`config.mk`:
```
export PLATFORM = sky130hd
export DESIGN_NAME = pe_row_sequencer
export DESIGN_NICKNAME = d
export VERILOG_FILES = /design/src/rtl/pe_pkg.sv /design/src/rtl/pe_row_sequencer_out_reg.sv /design/src/rtl/pe_row_sequencer.sv
export SDC_FILE = /design/constraint.sdc
export NUM_CORES = 1
export LEC_CHECK = 0
export CORE_MARGIN = 3
export CORE_UTILIZATION = 42
export CTS_CLUSTER_SIZE = 28
export DETAILED_ROUTE_END_ITERATION = 8
export PLACE_DENSITY_LB_ADDON = 0.2
export SYNTH_ARGS = -nofsm -noshare
export SYNTH_HDL_FRONTEND = slang
export SYNTH_SLANG_ARGS = --single-unit
export TNS_END_PERCENT = 5
```
`constraint.sdc`:
```
create_clock -name clk_i -period 2.4 [get_ports clk_i]
set_input_delay 0.48 -clock clk_i [delete_from_list [all_inputs] [get_ports clk_i]]
set_output_delay 0.48 -clock clk_i [all_outputs]
set_load 0.03 [all_outputs]
```
`src/rtl/pe_pkg.sv`:
```
// pe_pkg: constants and types shared by the PE array and the row sequencers that drive it.
package pe_pkg;
    localparam int DATA_W = 8;
    localparam int PSUM_W = 10;
    localparam int TAPS   = 3;
    localparam int PE_LAT = 5;

    typedef enum logic [2:0] {
        S_IDLE,
        S_LOAD_FILT,
        S_LOAD_IFM,
        S_START,
        S_WAIT
    } seq_state_e;
endpackage

```
`src/rtl/pe_row_sequencer_out_reg.sv`:
```
// pe_out_reg: single-entry valid/ready holding register with a load port.
// A load always refills the slot, so a same-cycle drain and load keeps valid high.
module pe_out_reg #(
    parameter int W = 10
) (
    input  logic         clk_i,
    input  logic         rstn_i,
    input  logic         load_i,
    input  logic [W-1:0] load_data_i,
    output logic         valid_o,
    output logic [W-1:0] data_o,
    input  logic         ready_i
);
    logic         valid_q, valid_d;
    logic [W-1:0] data_q, data_d;

    assign valid_d = load_i | (valid_q & ~ready_i);
    assign data_d  = load_i ? load_data_i : data_q;

    always_ff @(posedge clk_i or negedge rstn_i) begin
        if (!rstn_i) begin
            valid_q <= 1'b0;
            data_q  <= '0;
        end else begin
            valid_q <= valid_d;
            data_q  <= data_d;
        end
    end

    assign valid_o = valid_q;
    assign data_o  = data_q;
endmodule

```
`src/rtl/pe_row_sequencer.sv`:
```
// pe_row_sequencer: steps a 3-tap PE through one ifmap row (filter load, window slide,
// start, wait) and presents each partial sum on a valid/ready stream.
module pe_row_sequencer
    import pe_pkg::*;
#(
    parameter int IFMAP_W  = 8,
    parameter int WDOG_CYC = 8
) (
    input  logic              clk_i,
    input  logic              rstn_i,
    input  logic              cfg_start_i,
    input  logic              cfg_reuse_filt_i,
    input  logic [PSUM_W-1:0] cfg_bias_i,
    output logic              busy_o,
    output logic              done_o,
    output logic              err_o,
    input  logic              filt_valid_i,
    input  logic [DATA_W-1:0] filt_data_i,
    output logic              filt_ready_o,
    input  logic              ifm_valid_i,
    input  logic [DATA_W-1:0] ifm_data_i,
    output logic              ifm_ready_o,
    output logic [DATA_W-1:0] pe_filter_o,
    output logic              pe_read_filter_o,
    output logic [DATA_W-1:0] pe_ifmap_o,
    output logic              pe_read_ifmap_o,
    output logic              pe_start_o,
    output logic [PSUM_W-1:0] pe_psum_o,
    input  logic [PSUM_W-1:0] pe_psum_i,
    input  logic              pe_psum_valid_i,
    output logic              out_valid_o,
    output logic [PSUM_W-1:0] out_data_o,
    input  logic              out_ready_i
);
    localparam int CNT_W = $clog2(IFMAP_W);
    localparam int WD_W  = $clog2(WDOG_CYC + 1);
    localparam logic [CNT_W-1:0] LAST_M1 = CNT_W'(IFMAP_W - 3);
    localparam logic [WD_W-1:0]  WD_MAX  = WD_W'(WDOG_CYC - 1);

    seq_state_e       state_q, state_d;
    logic [1:0]       need_q, need_d;
    logic [1:0]       filt_cnt_q, filt_cnt_d;
    logic [CNT_W-1:0] out_cnt_q, out_cnt_d;
    logic [WD_W-1:0]  wdog_q, wdog_d;
    logic             err_q, err_d;
    logic             filt_hs, ifm_hs, capture, last_win, out_last;

    // Ifmap fetch stalls while a result is still held, so results are never overwritten.
    assign filt_ready_o     = state_q == S_LOAD_FILT;
    assign ifm_ready_o      = state_q == S_LOAD_IFM && !out_valid_o;
    assign pe_start_o       = state_q == S_START;
    assign busy_o           = state_q != S_IDLE;
    assign err_o            = err_q;
    assign filt_hs          = filt_valid_i & filt_ready_o;
    assign ifm_hs           = ifm_valid_i & ifm_ready_o;
    assign pe_read_filter_o = filt_hs;
    assign pe_read_ifmap_o  = ifm_hs;
    assign pe_filter_o      = filt_hs ? filt_data_i : '0;
    assign pe_ifmap_o       = ifm_hs ? ifm_data_i : '0;
    assign pe_psum_o        = cfg_bias_i;
    assign capture          = state_q == S_WAIT && pe_psum_valid_i;
    assign last_win         = out_cnt_q == LAST_M1;
    assign done_o           = out_valid_o & out_ready_i & out_last;

    always_comb begin
        state_d    = state_q;
        need_d     = need_q;
        filt_cnt_d = filt_cnt_q;
        out_cnt_d  = out_cnt_q;
        wdog_d     = '0;
        err_d      = err_q;
        unique case (state_q)
            S_IDLE: if (cfg_start_i) begin
                state_d    = cfg_reuse_filt_i ? S_LOAD_IFM : S_LOAD_FILT;
                need_d     = 2'(TAPS);
                filt_cnt_d = '0;
                out_cnt_d  = '0;
                err_d      = 1'b0;
            end
            S_LOAD_FILT: if (filt_hs) begin
                filt_cnt_d = filt_cnt_q + 2'd1;
                state_d    = filt_cnt_q == 2'(TAPS - 1) ? S_LOAD_IFM : S_LOAD_FILT;
            end
            S_LOAD_IFM: if (ifm_hs) begin
                need_d  = need_q - 2'd1;
                state_d = need_q == 2'd1 ? S_START : S_LOAD_IFM;
            end
            S_START: begin
                wdog_d  = wdog_q + 1'b1;
                state_d = S_WAIT;
            end
            S_WAIT: begin
                wdog_d = wdog_q + 1'b1;
                if (pe_psum_valid_i) begin
                    out_cnt_d = out_cnt_q + 1'b1;
                    need_d    = 2'd1;
                    state_d   = last_win ? S_IDLE : S_LOAD_IFM;
                end else if (wdog_q >= WD_MAX) begin
                    err_d   = 1'b1;
                    state_d = S_IDLE;
                end
            end
            default: state_d = S_IDLE;
        endcase
    end

    always_ff @(posedge clk_i or negedge rstn_i) begin
        if (!rstn_i) begin
            state_q    <= S_IDLE;
            need_q     <= '0;
            filt_cnt_q <= '0;
            out_cnt_q  <= '0;
            wdog_q     <= '0;
            err_q      <= 1'b0;
        end else begin
            state_q    <= state_d;
            need_q     <= need_d;
            filt_cnt_q <= filt_cnt_d;
            out_cnt_q  <= out_cnt_d;
            wdog_q     <= wdog_d;
            err_q      <= err_d;
        end
    end

    // The slot carries a last-of-row flag so done_o can fire on that result's handshake.
    pe_out_reg #(.W(PSUM_W + 1)) u_out_reg (
        .clk_i       (clk_i),
        .rstn_i      (rstn_i),
        .load_i      (capture),
        .load_data_i ({last_win, pe_psum_i}),
        .valid_o     (out_valid_o),
        .data_o      ({out_last, out_data_o}),
        .ready_i     (out_ready_i)
    );
endmodule

```
==> results.cfg <==
[grt]
grt_use_total = 0.168
grt_max_degree = 28
overflow = 0
grt_pass1_wl_microns = 5840
first_global_vias = 1352
antenna_found_initial = 0

[worst_setup_path]
critPathKind = in2out
crit_path_top_delay_cell = clkdlybuf4s50_1
critPathTopFamily = simple AND/OR/NAND/NOR gates
cp.buffers_inverters = 2
cp.arrival_ps = 1780
cp_max_fo = 9
slowest_delay_ps = 470
cp-end-kind = primary output
path_cells = clkdlybuf4s50_1 > nand3b_1 > nor3_2 > and2_1 > buf_4
startpoint_type = input port
cp.required_ps = 1920

[routing]
ant_nets = 0
vias = 1368
dr.first_iter.drc_count = 65
routedWlPerCell_microns = 14.4
drt_first_pass_iters = 4
vias_per_cell = 5.14
wl_microns = 3840
drt_drc_violations_left = 0

[sta]
setup_violations = 0
timing.slew.headroom = 0.726
rsz0062_at_grt = no
tightest_slew_ps = 410
hold_viol_final = 0
finClkSkew_ps = 1.59
finalCritPeriodShare = 0.943
slew_violations = 0
finalSetupTns_ps = 0
max_freq_mhz = 442
period_minus_slack_ps = 2260

[die]
core_sq_mm = 0.00352
die_w_microns = 68.2
row_count = 21
die_height_microns = 68.2
initial_core_util = 0.462
ios = 89
die_area_sq_mm = 0.00466

[logic_synthesis]
seq_area_frac_synth = 0.415
syn_avg_cell_area_sq_um = 10.1
yosys.area_share.simple = 0.216
synthesis.nets = 210
synth_fa_ha_area_frac = 0.0385
ys_ff_latch = 27
synth_compound_area_frac = 0.102
synthArstFlopShare = 1.00
synth_xor_area_frac = 0.0162
netlist_instances = 161
yosysWarnings = 0
synth_cell_types = 38
synth_edf_count = 0
synth_mux_area_frac = 0.0977
synth_ff_type = dfrtp_1
synth_top_family_by_area = simple AND/OR/NAND/NOR gates
netlist_area_sq_mm = 0.00163

[power]
p_clk_frac = 0.110
ir_drop_v = 0.000543
switching_share = 0.437
p_comb_frac = 0.571
p_per_area_mw_per_mm2 = 1050
p_int_uw = 1350
p_sw_uw = 1040
share_seq_of_total_power = 0.319
p_leak_uw = 0.00110

[final_layout]
final_area_sq_mm = 0.00227
layout_common_cells = clkdlybuf4s50_1, dfrtp_1, buf_4, and2_1, nand2_1
drive_above_1_share = 0.205
final_common_cell = clkdlybuf4s50_1
nNetsFinal = 270
insertedDiodeCount = 0
fill_cells = 298
area_delta_synth_final_pct = 39.5

[clock_network]
h-tree-depth = 1
clkLatencyLatePin_ps = 280
cts_buffers = 3
clk_pin_slew_ps = 90
post-cts-setup-buffers = 0
clockBufferDepth = 2
clock_tree.root_cell = clkbuf_8
cts_tree = done
cts.sinks = 27

[place]
gp_congestion = 0.784
portBuffers = 68
placed_area_sq_mm = 0.00221
dp_hpwl_microns = 2960

[flow_run]
max_cap_violations = 0

[outcome]
status = finished, final reports clean

[worst_hold_path]
min_path_type = reg2reg
==> area by class of cell <==
class / instances / area [sq um] / area share
flip-flops and latches: 27 / 677 / 0.298
clock inverters: 1 / 5.00 / 0.00221
well taps: 46 / 57.6 / 0.0254
repair buffers: 73 / 681 / 0.300
inverters: 11 / 41.3 / 0.0182
multi-input cells: 105 / 767 / 0.338
clock buffers: 3 / 41.3 / 0.0182
==> stage by stage <==
| stage | util | hold slack, ps | power [uW] | instances | worst slack (ps) |
|---|---|---|---|---|---|
| 6_report | 0.645 | 471 | 2390 | 266 | 136 |
| 5_1_grt | 0.645 | 483 | 2560 | 266 | 8.90 |
| 4_1_cts | 0.641 | 472 | 2410 | 266 | 12.0 |
| 3_3_place_gp | 0.628 | 443 | 2100 | 262 | 167 |
| 3_5_place_dp | 0.628 | 463 | 2140 | 262 | 99.0 |
| 2_1_floorplan | - | 184 | 1700 | 161 | 217 |
==> worst reg2reg max path, stage by stage, from the launching register on <==
cell     delay (ps)
dfrtp_1         520
buf_4           230
nor2_8          140
nand3_4         220
mux2_4          370
==> power groups by stage <==
stage	combinational, uW	sequential [uW]	clock [uW]
floorplan	845	858	0
global placement	1340	756	0
detailed placement	1370	764	0
CTS	1380	758	273
global route	1480	787	292
finish	1360	763	264
==> synthesized netlist by cell type, types with 2 or more instances <==
cell | count | area (sq um)
mux2_2 | 3 | 33.8
mux2_4 | 7 | 105
nand2_1 | 12 | 45.0
inv_1 | 11 | 41.3
dfrtp_1 | 27 | 676
and2_1 | 16 | 100
nor3_2 | 2 | 20.0
buf_2 | 2 | 10.0
a21oi_1 | 7 | 35.0
mux2i_1 | 2 | 20.0
nand4_1 | 2 | 12.5
and3_1 | 2 | 12.5
xor2_1 | 2 | 17.5
o21ai_0 | 9 | 45.0
nor2_1 | 9 | 33.8
ha_1 | 5 | 62.6
buf_6 | 4 | 45.0
a22o_1 | 2 | 17.5
nor3_1 | 3 | 15.0
nand3_1 | 4 | 20.0
buf_4 | 12 | 90.1
nand2b_1 | 2 | 12.5
==> metal layers <==
metal  part of all wire  vias to the layer above  global-route usage  routed length (microns)
met2               0.50                       58               0.294                     1920
li1                   -                      656                   -                        -
met4              0.015                        0              0.0695                       58
met3              0.080                       11              0.0493                      308
met1               0.40                      643               0.191                     1550
met5                  0                        -                   0                        0
==> kinds of logic after synthesis <==
kind of cell,after synthesis
and+or+nand+nor,59
buffers and inverters,29
DFF,27
AOI/OAI and AO/OA,26
muxes,12
adders and majority gates,5
xor gates and xnor gates,3
==> registers in the layout (all words and copies together), names as in the netlist <==
name / flops
u_out_reg.data_o: 11
state_q: 3
u_out_reg.valid_o: 1
need_q: 2
filt_cnt_q: 2
wdog_q: 4
err_o: 1
out_cnt_q: 3
==> what timing repair did <==
| item | 4_1_cts | 5_1_grt |
|---|---|---|
| hold buffers | 0 | 0 |
| gates resized for setup | 0 | 5 |
| setup endpoints to repair | 0 | 14 |
==> worst paths after layout <==
kind                        startpoint                   to  slack [ps]  cells past startpoint
min reg2reg                  wdog_q[0]            wdog_q[0]         470                      1
min in group asynchronous       rstn_i  u_out_reg.data_o[6]         560                      2
max reg2reg                 state_q[0]  u_out_reg.data_o[8]         810                      4
max in group asynchronous       rstn_i           state_q[1]        1560                      2
min                          wdog_q[0]            wdog_q[0]         470                      1
max                        ifm_valid_i        pe_ifmap_o[0]         140                      5
Note: power is estimated with default switching activity, not from simulation.
==> RTL change 1: new RTL, config.mk and constraints unchanged <==
The 5 states of `seq_state_e` get a one-hot encoding in 5 bits.
--- a/src/rtl/pe_pkg.sv
+++ b/src/rtl/pe_pkg.sv
@@ -5,12 +5,12 @@
     localparam int TAPS   = 3;
     localparam int PE_LAT = 5;
 
-    typedef enum logic [2:0] {
-        S_IDLE,
-        S_LOAD_FILT,
-        S_LOAD_IFM,
-        S_START,
-        S_WAIT
+    typedef enum logic [4:0] {
+        S_IDLE      = 5'b00001,
+        S_LOAD_FILT = 5'b00010,
+        S_LOAD_IFM  = 5'b00100,
+        S_START     = 5'b01000,
+        S_WAIT      = 5'b10000
     } seq_state_e;
 endpackage
 
Behaviour: no difference found for any inputs over 10 cycles, from zero or initial values and one cycle with rstn_i low; not proved beyond that.
==> RTL change 1 against the original RTL <==
Maximum frequency rose by 0.14%; sequential cell count up 2; worst setup slack better by 0.0032 ns; final area is 3.6% higher; synthesized area increased by 1.3%; routed wire length rose by 0.68%; critical path depth is 2 lower; critical path type unchanged.
Power is not compared: it rests on default switching activity, and its combinational part moved more than twofold at a synthesized area within 25%.
==> RTL change 1: results (changes against the original RTL) <==
| Metric | Value |
|---|---|
| Critical R2R Launch | `state_q[0]` |
| Share of cells above drive strength 1 | `0.209 (+0.00434)` |
| Detail Placement HPWL | `2980 microns (+0.51%)` |
| Largest net degree at the start of global routing | `30 (+7.1%)` |
| Synth Area in Compound Gates | `0.0737 (-0.0279)` |
| DR vias | `1432 (+4.7%)` |
| Non-clk buf share | `0.289 (-0.0109)` |
| Cts bufs inserted | `5 (+2)` |
| Post-CTS Resized | `3 (+3)` |
| Max transition margin | `0.727 (+0.00115)` |
| Sequential portion of the cell area | `0.309 (+0.0110)` |
| GRT met2 Usage | `0.290 (-0.00399)` |
| Met2 Wirelength | `1870 microns (-2.8%)` |
| ClkCell Share | `0.0367 (+0.0163)` |
| H-tree Lvls | `2 (+1)` |
| Met3 wire length | `430 microns (+40%)` |
| # placed instances | `266 (+1.5%)` |
| Inverters | `6 (-5)` |
| Final WL | `3860 microns (+0.68%)` |
| Port bufs | `68 (unchanged)` |
| GP Congestion | `0.845 (+7.9%)` |
| Syn_nets | `209 (-0.48%)` |
| Drt initial violations | `63 (-3.1%)` |
| Synth cell types | `42 (+11%)` |
| Netlist Area Pre-Place | `1650 sq um (+1.3%)` |
| Worst hold slack | `0.470 ns (-0.00146 ns)` |
| CTS clk-pin slew, worst paths | `0.06 ns (-0.03 ns)` |
| M1 GR Usage | `0.168 (-0.0226)` |
| Via density | `5.25 (+2.0%)` |
| Sequential share of the synthesized area | `0.441 (+0.0258)` |
| Total GRT Usage | `0.168 (-0.000925)` |
| R2R Setup Slk | `0.63 ns (-0.18 ns)` |
| Met1 WL | `1460 microns (-5.6%)` |
| GR Util met3 | `0.0665 (+0.0172)` |
| Buffers, non-clock | `74 (+1.4%)` |
| Skew final | `0.00710 ns (+0.00550 ns)` |
| Post-synthesis xor/xnor area fraction | `0.0319 (+0.0157)` |
| Fraction of area in multi-input gates | `0.330 (-0.00796)` |
| Synth Area in Adders | `0.0380 (-0.000496)` |
| Multi-input comb cells | `109 (+3.8%)` |
| Pre-CTS WS | `0.140 ns (+0.0413 ns)` |
| Clock buf count | `7 (+4)` |
| Post-Synthesis Cells | `160 (-0.62%)` |
| Placed Area | `2270 sq um (+2.4%)` |
| Post-synthesis mux area share | `0.0934 (-0.00430)` |
| First-pass GRT wire length | `5820 microns (-0.36%)` |
| Peak fanout along the critical path | `2 (-7)` |
| Run status | `completed` |
| Synth area leaders | `dfrtp_1, mux2_2, and2_1` |
| FF-to-FF End | `state_q[0]` |
| Number of synthesized register bits | `29 (+7.4%)` |
| FF-to-FF path depth | `6 (+2)` |
[RTL change 1: worst max-delay path: stages]
cell and delay, ns:
clkdlybuf4s50_1 0.47, and3_1 0.16, clkdlybuf4s50_1 0.66
[RTL change 1: power by group through the flow]
stage | sequential [uW] | combinational, uW | clock [uW]
final | 588 | 533 | 402
after global routing | 594 | 590 | 432
after CTS | 587 | 539 | 411
after detailed placement | 595 | 548 | 0
after global placement | 588 | 535 | 0
after floorplan | 561 | 432 | 0
[RTL change 1: how the worst max path moves through the flow]
stage | start | end | slack [ns] | depth (start not counted)
2_1_floorplan | state_q[4] | pe_ifmap_o[0] | 0.35 | 5
3_3_place_gp | out_ready_i | done_o | 0.16 | 3
3_5_place_dp | out_ready_i | done_o | 0.14 | 3
4_1_cts | state_q[2] | filt_ready_o | 0.05 | 4
5_1_grt | state_q[4] | pe_ifmap_o[1] | 0.03 | 6
6_report | out_ready_i | done_o | 0.14 | 3
==> RTL change 2: new RTL, same flow settings <==
Without the edit above. Set the package constant `PSUM_W` to 20 (it was 10).
--- a/src/rtl/pe_pkg.sv
+++ b/src/rtl/pe_pkg.sv
@@ -1,7 +1,7 @@
 // pe_pkg: constants and types shared by the PE array and the row sequencers that drive it.
 package pe_pkg;
     localparam int DATA_W = 8;
-    localparam int PSUM_W = 10;
+    localparam int PSUM_W = 20;
     localparam int TAPS   = 3;
     localparam int PE_LAT = 5;
 
Interface: changed (resized cfg_bias_i, out_data_o, pe_psum_i and pe_psum_o); port bits go from 89 to 129. No check against the original RTL was run, so the function may have changed too.
==> RTL change 2 against the original RTL <==
Routed wire length increased by 12%; sequential cell count rose by 10; critical path depth shrank 2; count of clock-buffer cells in the layout increased by 4; critical path type is now reg -> out; highest routed layer unchanged; final area up 24%; total power increased by 31%; synthesized cell count rose by 41%; cell count rose by 32%; synthesized area increased by 24%; largest cell class is now sequential cells; worst setup slack got worse by 0.0099 ns; critical endpoint is now pe_start_o.
==> RTL change 2: results (changes against the original RTL) <==
| Metric | Value |
|---|---|
| FILL cells | `384 (+29%)` |
| Via density | `4.87 (-5.2%)` |
| Max transition margin | `0.469 (-0.258)` |
| Top cells by count, synth | `nand2_1, dfrtp_1, buf_4` |
| Min-Delay Path Class | `in -> async` |
| Drt initial violations | `37 (-43%)` |
| Detail Placement HPWL | `3230 microns (+9.0%)` |
| Run status | `completed` |
| Sequential share of the synthesized area | `0.460 (+0.0448)` |
| FF-to-FF path depth | `5 (+1)` |
| Largest net degree at the start of global routing | `38 (+36%)` |
| Max VDD drop | `726 uV (+34%)` |
| Synth cell types | `35 (-7.9%)` |
| H-tree Lvls | `2 (+1)` |
| Vias in the first global route | `1660 (+23%)` |
| Nets@finish | `368 (+36%)` |
| Pre-CTS WS | `0.160 ns (+0.0607 ns)` |
| Max FFs per register | `21 (+10)` |
| Share of cells above drive strength 1 | `0.127 (-0.0775)` |
| Skew final | `0.00277 ns (+0.00117 ns)` |
| CTS clk-pin slew, worst paths | `0.07 ns (-0.02 ns)` |
| CTS root buf | `clkbuf_8` |
| Synth warn | `0 (unchanged)` |
| Crit path DAT | `1.79 ns` |
| Syn_nets | `296 (+41%)` |
| Leakage | `0.00138 uW (+25%)` |
| Cts bufs inserted | `5 (+2)` |
| R2R Setup Slk | `0.78 ns (-0.03 ns)` |
| First-pass GRT wire length | `7130 microns (+22%)` |
| GP Congestion | `0.807 (+2.9%)` |
| Worst hold slack | `0.281 ns (-0.190 ns)` |
| Synth area leaders | `dfrtp_1, nand2_1, buf_4` |
| Final WL | `4310 microns (+12%)` |
| Placed Area | `2740 sq um (+24%)` |
| Peak fanout along the critical path | `10 (+1)` |
| Critical R2R Launch | `state_q[0]` |
| CTS Buffer Depth | `2 (unchanged)` |
| Total GRT Usage | `0.163 (-0.00583)` |
| Port bufs | `88 (+29%)` |
| Ant. Diodes | `0 (unchanged)` |
| Asr flop ratio synth | `1.00 (unchanged)` |
| FF-to-FF End | `out_cnt_q[2]` |
## RTL change 2: cell count changes after synthesis, moves of 3 or more
cell | unedited run | this run
nand2_1 | 12 | 69
buf_4 | 12 | 21
nor2_1 | 9 | 13
mux2_2 | 3 | 0
buf_2 | 2 | 5
dfrtp_1 | 27 | 37
mux2_4 | 7 | 0
inv_1 | 11 | 7
## RTL change 2: report_power, final
part	internal [uW]	switching, uW	leakage, uW
sequential	848	156	0.000473
clock	228	203	0.0000443
combinational	723	984	0.000858
## RTL change 2: final cells by class
type	instances	area [sq um]	share of cell area
Clock buffer	7	86.3	0.0306
Inverter	7	26.3	0.00930
Multi-Input combinational cell	154	843	0.298
Sequential cell	37	927	0.328
Tap cell	52	65.1	0.0230
Timing Repair Buffer	94	877	0.310
## RTL change 2: worst max-delay path by stage
| stage | startpoint | to | slack [ns] | depth (start not counted) |
|---|---|---|---|---|
| after CTS | state_q[1] | ifm_ready_o | 0.06 | 3 |
| after global placement | out_ready_i | done_o | 0.17 | 3 |
| after global routing | state_q[2] | pe_start_o | 0.04 | 3 |
| after floorplan | u_out_reg.valid_o | pe_ifmap_o[0] | 0.43 | 3 |
| final | state_q[2] | pe_start_o | 0.13 | 3 |
| after detailed placement | out_ready_i | done_o | 0.16 | 3 |
## RTL change 2: cells by family (layout without fill, tap and decap cells)
| kind of cell | count (synthesis) | in the layout | synth area share |
|---|---|---|---|
| XOR/XNOR | 4 | 4 | 0.0174 |
| multiplexers | 1 | 1 | 0.00498 |
| AO/OA/AOI/OAI | 26 | 26 | 0.0809 |
| adder cells (fa/ha/maj) | 5 | 5 | 0.0311 |
| buffers and inverters | 36 | 108 | 0.121 |
| flip-flops | 37 | 37 | 0.460 |
| AND/OR/NAND/NOR | 118 | 118 | 0.285 |
## RTL change 2: routing by layer
layer  share of wire  vias up  GRT usage
met4           0.010        0     0.0466
met3            0.13        7     0.0734
met2            0.45       83      0.271
met1            0.42      766      0.190
li1                -      855          -
met5               0        -          0
## RTL change 2: what timing repair did
item                                    in CTS  in global routing
hold buffers                                 0                  0
endpoints found under the setup margin       2                  1
cloned                                       0                  0
gates resized for setup                      2                  1
## RTL change 2: critical path, cell delays in order, from the launching register on
cell and delay (ns):
dfrtp_1 0.43, buf_4 0.20, nor2_1 0.18, clkdlybuf4s50_1 0.70
## RTL change 2: stage by stage
stage	instances	power, uW
6_report	351	3140
5_1_grt	351	3370
4_1_cts	351	3180
3_5_place_dp	344	2740
3_3_place_gp	344	2720
2_1_floorplan	227	2150
